--- src/rtl/if_fetch_unit_if.sv ---
// Instruction-memory request/ready port between the fetch stage and imem.
// The fetch stage is the master; it holds imem_addr until imem_ready.
interface if_fetch_unit_if;
  logic        imem_req;
  logic [31:0] imem_addr;
  logic        imem_ready;
  logic [31:0] imem_rdata;

  modport master (
    output imem_req,
    output imem_addr,
    input  imem_ready,
    input  imem_rdata
  );

  modport slave (
    input  imem_req,
    input  imem_addr,
    output imem_ready,
    output imem_rdata
  );
endinterface

--- src/rtl/if_fetch_unit.sv ---
// MIPS IF stage: PC owner, imem wait/stall/redirect handling.
// Define IF_FETCH_PERF_EN to add fetch and wait-cycle counters.
module if_fetch_unit #(
  parameter logic [31:0] RESET_PC = 32'h0000_0000
) (
  input  logic         clk,
  input  logic         reset,
  input  logic         iStall,
  input  logic         iRedirect,
  input  logic [31:0]  iRedirectPC,
  if_fetch_unit_if.master imem,
  output logic [31:0]  oInstr,
  output logic [31:0]  oNextPC,
`ifdef IF_FETCH_PERF_EN
  output logic [31:0]  oFetchCount,
  output logic [31:0]  oWaitCount,
`endif
  output logic         oValid
);

  typedef enum logic [1:0] {
    FETCH = 2'd0,
    HOLD  = 2'd1,
    DRAIN = 2'd2
  } state_t;

  state_t      state, stateNext;
  logic [31:0] pc, pcNext;
  logic [31:0] holdBuf, holdBufNext;
  logic [31:0] pending, pendingNext;
  logic [31:0] pcPlus4;
  logic [31:0] target;
  logic        req, valid;
  logic [31:0] instr, nextPC;

  assign pcPlus4 = pc + 32'd4;
  assign target  = {iRedirectPC[31:2], 2'b00};

  always_ff @(posedge clk) begin
    if (reset) begin
      state   <= FETCH;
      pc      <= RESET_PC;
      holdBuf <= 32'd0;
      pending <= 32'd0;
    end else begin
      state   <= stateNext;
      pc      <= pcNext;
      holdBuf <= holdBufNext;
      pending <= pendingNext;
    end
  end

  always_comb begin
    stateNext   = state;
    pcNext      = pc;
    holdBufNext = holdBuf;
    pendingNext = pending;
    req         = 1'b0;
    valid       = 1'b0;
    instr       = 32'd0;
    nextPC      = 32'd0;
    unique case (state)
      FETCH: begin
        req = 1'b1;
        if (iRedirect) begin
          if (imem.imem_ready) begin
            pcNext = target;
          end else begin
            pendingNext = target;
            stateNext   = DRAIN;
          end
        end else if (imem.imem_ready) begin
          valid  = 1'b1;
          instr  = imem.imem_rdata;
          nextPC = pcPlus4;
          if (iStall) begin
            holdBufNext = imem.imem_rdata;
            stateNext   = HOLD;
          end else begin
            pcNext = pcPlus4;
          end
        end
      end
      HOLD: begin
        instr  = holdBuf;
        nextPC = pcPlus4;
        if (iRedirect) begin
          pcNext    = target;
          stateNext = FETCH;
        end else begin
          valid = 1'b1;
          if (!iStall) begin
            pcNext    = pcPlus4;
            stateNext = FETCH;
          end
        end
      end
      DRAIN: begin
        // Old request still outstanding: keep its address, drop its data.
        req = 1'b1;
        if (iRedirect) pendingNext = target;
        if (imem.imem_ready) begin
          pcNext    = iRedirect ? target : pending;
          stateNext = FETCH;
        end
      end
      default: stateNext = FETCH;
    endcase
  end

  assign imem.imem_req  = req & ~reset;
  assign imem.imem_addr = pc;
  assign oValid  = valid & ~reset;
  assign oInstr  = oValid ? instr  : 32'd0;
  assign oNextPC = oValid ? nextPC : 32'd0;

`ifdef IF_FETCH_PERF_EN
  always_ff @(posedge clk) begin
    if (reset) begin
      oFetchCount <= 32'd0;
      oWaitCount  <= 32'd0;
    end else begin
      if (oValid && !iStall)
        oFetchCount <= oFetchCount + 32'd1;
      if (imem.imem_req && !imem.imem_ready)
        oWaitCount <= oWaitCount + 32'd1;
    end
  end
`endif

endmodule

--- src/flat_wrapper.sv ---
// flat-port wrapper written by rule: the top's interface ports become plain ports
module if_fetch_unit_flat 
#(
  parameter logic [31:0] RESET_PC = 32'h0000_0000
)
  (clk, reset, iStall, iRedirect, iRedirectPC, oInstr, oNextPC, oValid, imem_imem_req, imem_imem_addr, imem_imem_ready, imem_imem_rdata);
  if_fetch_unit_if imem_i ();
  input  logic clk;
  input  logic reset;
  input  logic iStall;
  input  logic iRedirect;
  input  logic [31:0] iRedirectPC;
  output logic [31:0] oInstr;
  output logic [31:0] oNextPC;
  output logic oValid;
  output wire logic [$bits(imem_i.imem_req)-1:0] imem_imem_req;
  output wire logic [$bits(imem_i.imem_addr)-1:0] imem_imem_addr;
  input wire logic [$bits(imem_i.imem_ready)-1:0] imem_imem_ready;
  input wire logic [$bits(imem_i.imem_rdata)-1:0] imem_imem_rdata;
  assign imem_imem_req = imem_i.imem_req;
  assign imem_imem_addr = imem_i.imem_addr;
  assign imem_i.imem_ready = imem_imem_ready;
  assign imem_i.imem_rdata = imem_imem_rdata;
  if_fetch_unit #(.RESET_PC(RESET_PC)) u_core (.clk(clk), .reset(reset), .iStall(iStall), .iRedirect(iRedirect), .iRedirectPC(iRedirectPC), .imem(imem_i), .oInstr(oInstr), .oNextPC(oNextPC), .oValid(oValid));
endmodule
--- config.mk ---
export PLATFORM = sky130hd
export DESIGN_NAME = if_fetch_unit_flat
export DESIGN_NICKNAME = d
export VERILOG_FILES = /design/src/rtl/if_fetch_unit_if.sv /design/src/rtl/if_fetch_unit.sv /design/src/flat_wrapper.sv
export SDC_FILE = /design/constraint.sdc
export NUM_CORES = 1
export LEC_CHECK = 0
export BUFFER_PORTS_ARGS = -buffer_cell sky130_fd_sc_hd__buf_2
export CAP_MARGIN = 20
export CORE_MARGIN = 2
export CORE_UTILIZATION = 45
export DETAILED_ROUTE_END_ITERATION = 6
export PLACE_DENSITY = 0.82
export SYNTH_ARGS = -nofsm -noshare
export SYNTH_HDL_FRONTEND = slang
export SYNTH_SLANG_ARGS = --single-unit
--- constraint.sdc ---
create_clock -name clk -period 5.7 [get_ports clk]
set_input_delay 1.14 -clock clk [delete_from_list [all_inputs] [get_ports clk]]
set_output_delay 1.14 -clock clk [all_outputs]
set_load 0.005 [all_outputs]
==> out/metrics.cfg, run 1 <==
[run_status]
status = finished, final reports clean

[worst_setup_path]
reg2reg_to = u_core.imem.imem_addr[30]
crit_arrival_ns = 2.95
required_ns = 4.56
critPathLaunch = reset
r2r_slack_ns = 2.56
crit_path_max_fanout = 60
r2r_start = u_core.state[0]
end_kind = output pin
crit_end = oInstr[12]
path_class = in -> out
reg2reg_depth = 5
worstSetupStartpointType = input port

[finish]
syn2layout_area_growth_pct = 21.6
design_area_um2 = 6690
drive_gt1_share_pct = 22.9
final_cells = 1046
num_antenna_cells = 0
num-fill-cells = 1147
seq_area_um2 = 1960
multi_input_comb_area_um2 = 3260
num-nets-final = 964

[place]
dp_hpwl_um = 11400
port_buffers = 164
dp.cells = 1029
gp_congestion = 0.920
dpl-instance-area_um2 = 6350

[logic_synthesis]
synth-seq-area-share_pct = 35.7
synth-seq-cells = 98
synthArstFlopShare_pct = 0
synth_ff_type = dfxtp_1
ys_types = 59
yosysWarnings = 0
syn_avg_cell_area_um2 = 7.09
syn_nets = 846
synth_area_um2 = 5500
syn_inst = 776
synth_enable_flop_cells = 0

[sta]
worstMarginPinSlew_ns = 1.07
setup_viol = 0
period_share_pct = 71.8
final.setup_skew_ns = 0.00843
fmax_mhz = 244
rsz0062_at_grt = false
relSlewSlack_pct = 28.6
min_period_ns = 4.09
finalHoldViolCount = 0
finalMaxSlewViolations = 0
setup_tns_ns = 0

[clocking]
cts_inserted_buffers = 9
postCtsSetupBuffers = 0
cts_tree = done
cts.repair.resized = 0
clkTransAtPathRegs_ns = 0.07
cts_root_buf = clkbuf_16
cts.sinks = 98
cts_max_level = 3
ctsHoldBuffers = 0
cts_max_path_buffers = 2
clk_latency_ns = 0.35

[floorplan]
start_util_pct = 46.0
fp.dieW_um = 115
die_h_um = 115
die_area_um2 = 13100
core_um2 = 12000
std_cell_rows = 40
ios = 167

[detailed_routing]
via_per_inst = 5.87
wl_per_cell_um = 16.7
ant_nets = 0
drt-pass1-iter-count = 5
vias = 6139
drc = 0
wl_um = 17400
drt_iter0_drc = 667

[global_route]
grt_max_degree = 61
grt_pass1_vias = 5265
overflow = 0
grt_pass1_wl_um = 27000
antenna_found_initial = 1
grtUsageTotal_pct = 25.7

[min_path]
holdCritPathClass = reg -> reg

[pwr]
peakVddDrop_uv = 152
power.density_nw_per_um2 = 252
p_leak_nw = 2.65

[run]
drv_cap = 0

==> area by class of cell <==
class | instances | share of cell area [%]
inverter | 8 | 0.449
timing repair buffer | 178 | 13.8
clock inverter | 4 | 1.10
sequential | 98 | 29.3
tap | 147 | 2.75
multi-input combinational | 599 | 48.7
clock buffer | 12 | 3.84
==> sequential cells by signal, summed over array words and instances (netlist names) <==
register,flops
u_core.pending,32
u_core.imem.imem_addr,32
u_core.holdBuf,32
u_core.state,2
==> power by group <==
part | leakage [nW] | total [mW] | internal (mW) | switching (mW)
registers | 0.800 | 0.767 | 0.720 | 0.0477
logic | 1.68 | 0.240 | 0.0955 | 0.145
clock network | 0.163 | 0.677 | 0.409 | 0.268
==> worst max-delay path, stage by stage <==
cell and delay (ns):
buf_2 0.09, clkinv_1 0.51, o211ai_1 0.35, buf_4 0.57
nor2_1 0.12, buf_2 0.15
==> cells by family after synthesis <==
logic type                 synth area share (%)
and+or+nand+nor                            29.8
muxes                                     0.591
xor gates and xnor gates                   4.30
AOI/OAI and AO/OA                          23.7
buffers and inverters                      5.71
DFF                                        35.7
adders and majority gates                 0.227
==> layer usage <==
layer	vias to the layer above	global-route usage [%]	wire length, µm
met2	318	40.7	7950
met1	2812	34.8	7440
met4	0	8.37	345
met3	36	5.51	1690
met5	-	0	0
li1	2973	-	-
==> synthesized netlist by cell type, types with 2 or more instances <==
cell type | number | area, µm²
nor3b_1 | 2 | 15.0
nor2_1 | 82 | 308
a21oi_1 | 83 | 415
or3_1 | 3 | 18.8
o211ai_1 | 9 | 67.6
a32o_1 | 2 | 20.0
nand4_1 | 12 | 75.1
and2_1 | 6 | 37.5
a211o_1 | 2 | 17.5
clkbuf_1 | 54 | 203
buf_2 | 13 | 65.1
nor4_1 | 13 | 81.3
and3_1 | 8 | 50.1
a22oi_1 | 36 | 270
o32ai_1 | 3 | 26.3
nor3_1 | 16 | 80.1
a31oi_1 | 6 | 37.5
o2bb2ai_1 | 3 | 26.3
o21a_1 | 2 | 15.0
and4_1 | 2 | 17.5
mux2_2 | 2 | 22.5
o21ai_0 | 31 | 155
nand2_1 | 177 | 664
o31a_1 | 2 | 17.5
nor2b_1 | 6 | 37.5
inv_1 | 7 | 26.3
a21o_1 | 3 | 22.5
xor2_1 | 10 | 87.6
buf_1 | 3 | 11.3
nand2b_1 | 2 | 12.5
o221ai_1 | 4 | 35.0
a221o_1 | 2 | 20.0
o311ai_0 | 3 | 26.3
xnor2_1 | 17 | 149
a221oi_1 | 4 | 35.0
nand3_1 | 20 | 100
a211oi_1 | 7 | 52.6
dfxtp_1 | 98 | 1960
==> placed cells by master (no fill, tap or decap), drive strengths merged, types with 10 or more instances in the layout <==
cell type / count
xnor2: 17
a22oi: 36
buf: 178
nand2: 177
nand4: 14
clkbuf: 12
nand3: 20
nor2: 82
o21ai: 32
a21oi: 83
nor3: 17
nor4: 14
dfxtp: 98
xor2: 10
==> worst min-delay path by stage <==
stage,start,to,slack (ns),cells after the start
after detailed placement,u_core.pending[13],u_core.pending[13],0.45,2
final,u_core.pending[13],u_core.pending[13],0.45,2
after global routing,u_core.pending[28],u_core.pending[28],0.47,2
after global placement,u_core.pending[12],u_core.pending[12],0.44,2
after floorplan,u_core.pending[12],u_core.pending[12],0.43,2
after CTS,u_core.pending[13],u_core.pending[13],0.45,2
==> per-stage QoR <==
step	power (mW)	util [%]	worst slack, ns	hold WS (ns)
2_1_floorplan	0.919	-	2.31	0.432
3_3_place_gp	1.01	53.1	1.65	0.438
3_5_place_dp	1.02	53.1	1.62	0.445
4_1_cts	1.68	55.8	1.62	0.454
5_1_grt	1.75	55.9	1.43	0.472
6_report	1.68	55.9	1.61	0.452
Note: power is estimated with default switching activity, not from simulation.
==> run 2, diff against run 1 <==
Settings changed: PLACE_DENSITY 0.82 to 0.85.
Clock period 5.7 ns to 3.4 ns, I/O delays scaled along.
==> out/metrics.cfg, run 2 (same netlist as run 1, synthesis figures left out) <==
[run_status]
status = finished, final reports clean

[sta]
setup_tns_ns = 0  ; unchanged
setup_viol = 0  ; unchanged
fmax_mhz = 316
finalMaxSlewViolations = 0  ; unchanged
final.setup_skew_ns = 0.00821  ; -0.000223 ns
period_share_pct = 93.0
rsz0062_at_grt = false
worst_slack_ns = 0.237  ; -1.37 ns
finalHoldViolCount = 0  ; unchanged
worstMarginPinSlew_ns = 0.707  ; -0.361 ns
min_period_ns = 3.16
relSlewSlack_pct = 52.9  ; +24 points

[global_route]
antenna_found_initial = 2  ; +1
grt_max_degree = 63  ; +3.3%
overflow = 0  ; unchanged
grt_pass1_wl_um = 27300  ; +1.3%
grt_pass1_vias = 5388  ; +2.3%
grtUsageTotal_pct = 26.0  ; +0.28 points

[pwr]
p_int_mw = 1.99  ; +62%
peakVddDrop_uv = 240  ; +58%
p_switching_uw = 778  ; +69%
combPwrFrac_pct = 15.5  ; +1.3 points
power.density_nw_per_um2 = 408  ; +62%
clockPowerShare_pct = 38.4  ; -1.8 points
swShare_pct = 28.1  ; +0.80 points
seq_power_share_pct = 46.1  ; +0.5 points
p_leak_nw = 2.70  ; +2.0%

[clocking]
cts.sinks = 98  ; unchanged
cts_root_buf = clkbuf_16
cts_tree = done
cts.repair.resized = 0  ; unchanged
clkTransAtPathRegs_ns = 0.07  ; about the same
cts_inserted_buffers = 9  ; unchanged
ctsHoldBuffers = 0  ; unchanged
cts_max_level = 3  ; unchanged
clk_latency_ns = 0.35  ; about the same
cts_max_path_buffers = 2  ; unchanged
postCtsSetupBuffers = 0  ; unchanged

[floorplan]
fp.dieW_um = 115  ; unchanged
die_h_um = 115  ; unchanged
ios = 167  ; unchanged
core_um2 = 12000  ; unchanged
die_area_um2 = 13100  ; unchanged
start_util_pct = 46.0  ; unchanged
std_cell_rows = 40  ; unchanged

[worst_setup_path]
path_class = reg -> out
critical_path_buf_inv_count = 2  ; -2
crit_path_max_fanout = 13  ; -78%
r2r_slack_ns = 1.02  ; -1.54 ns
crit_path_top_delay_cell = or4b_1
cpPeakStageDelay_ns = 0.56  ; about the same
r2r_start = u_core.state[0]
cp_top_family = simple AND/OR/NAND/NOR gates
reg2reg_to = u_core.imem.imem_addr[28]
required_ns = 2.72  ; -1.84 ns
crit_arrival_ns = 2.48  ; -0.47 ns
worstSetupStartpointType = flop
end_kind = output pin
path_cells = and4_1 > nand4_1 > buf_4 > or4b_1 > xor2_1 > nor2_1 > buf_2
reg2reg_depth = 6  ; +1

[place]
dp.cells = 1044  ; +1.5%
dp_hpwl_um = 11700  ; +2.6%
gp_congestion = 0.978  ; +6.3%
place_ws_ns = 0.633  ; -0.984 ns
port_buffers = 164  ; unchanged

[min_path]
hold_path.startpoint = u_core.pending[13]
hold-path-endpoint = u_core.pending[13]
min_path_cells = 2  ; unchanged
holdCritPathClass = reg -> reg

[finish]
num-nets-final = 978  ; +1.5%
final_cell_mix = nand2_1, buf_2, dfxtp_1, a21oi_1, nor2_1
final_cells = 1061  ; +1.4%
drive_gt1_share_pct = 24.1  ; +1.2 points
syn2layout_area_growth_pct = 23.3
final_common_cell = nand2_1
final_core_util_pct = 56.7  ; +0.81 points

[detailed_routing]
wl_um = 17300  ; -0.90%
ant_nets = 0  ; unchanged
drc = 0  ; unchanged
drt_iter0_drc = 598  ; -10%
via_per_inst = 5.80  ; -1.1%
vias = 6156  ; +0.28%
wl_per_cell_um = 16.3  ; -2.3%
drt-pass1-iter-count = 6  ; +1

[run]
drv_cap = 0  ; unchanged

==> run 2: cell types whose count changed in the layout (fill, tap and decap cells not counted), sizes merged <==
cell,change
diode,+1
clkinv,-1
buf,+14
bufinv,-1
clkinvlp,+2
==> run 2: how the worst max path moves through the flow <==
stage	slack, ns	start	end	cells past startpoint
after floorplan	0.93	iRedirect	oInstr[10]	5
after global placement	0.67	u_core.imem.imem_addr[15]	oNextPC[31]	7
after detailed placement	0.63	u_core.imem.imem_addr[15]	oNextPC[31]	7
after CTS	0.26	u_core.imem.imem_addr[15]	oNextPC[31]	7
after global routing	0.08	u_core.imem.imem_addr[4]	oNextPC[31]	6
final	0.24	u_core.imem.imem_addr[15]	oNextPC[31]	7
==> run 2: metrics by stage <==
stage / hold slack (ns) / power [mW] / area (µm²)
floorplan: 0.432 / 1.54 / 5500
global route: 0.470 / 2.88 / 6780
finish: 0.451 / 2.77 / 6780
global placement: 0.437 / 1.71 / 6470
detailed placement: 0.444 / 1.72 / 6470
CTS: 0.453 / 2.76 / 6780
==> run 2: cell type report <==
cell class	count	area [µm²]
Multi-Input combinational cell	599	3260
Clock buffer	12	256
Fill cell	1094	5180
Inverter	8	30.0
Timing Repair Buffer	192	1040
Antenna cell	1	2.50
Tap cell	147	184
Sequential cell	98	1960
Clock inverter	4	50.0
==> run 2: power groups by stage <==
stage                     logic, mW  registers (mW)  clock network, mW
final                         0.429            1.27               1.06
after floorplan               0.263            1.28                  0
after global routing          0.472            1.28               1.12
after global placement        0.416            1.30                  0
after detailed placement      0.422            1.30                  0
after CTS                     0.424            1.27               1.07
==> run 2: per-layer routing <==
layer | share of wire [%] | up-vias | track usage [%]
met4 | 2.3 | 0 | 9.02
met2 | 44 | 334 | 39.9
li1 | - | 2986 | -
met5 | 0 | - | 0
met3 | 11 | 42 | 7.15
met1 | 42 | 2794 | 35.1
==> run 2: worst min-delay path: cells and delay by family (launching register included) <==
| kind | cells | cell delay (ns) |
|---|---|---|
| flip-flops | 1 | 0.31 |
| AO/OA/AOI/OAI | 1 | 0.05 |
| AND/OR/NAND/NOR | 1 | 0.05 |
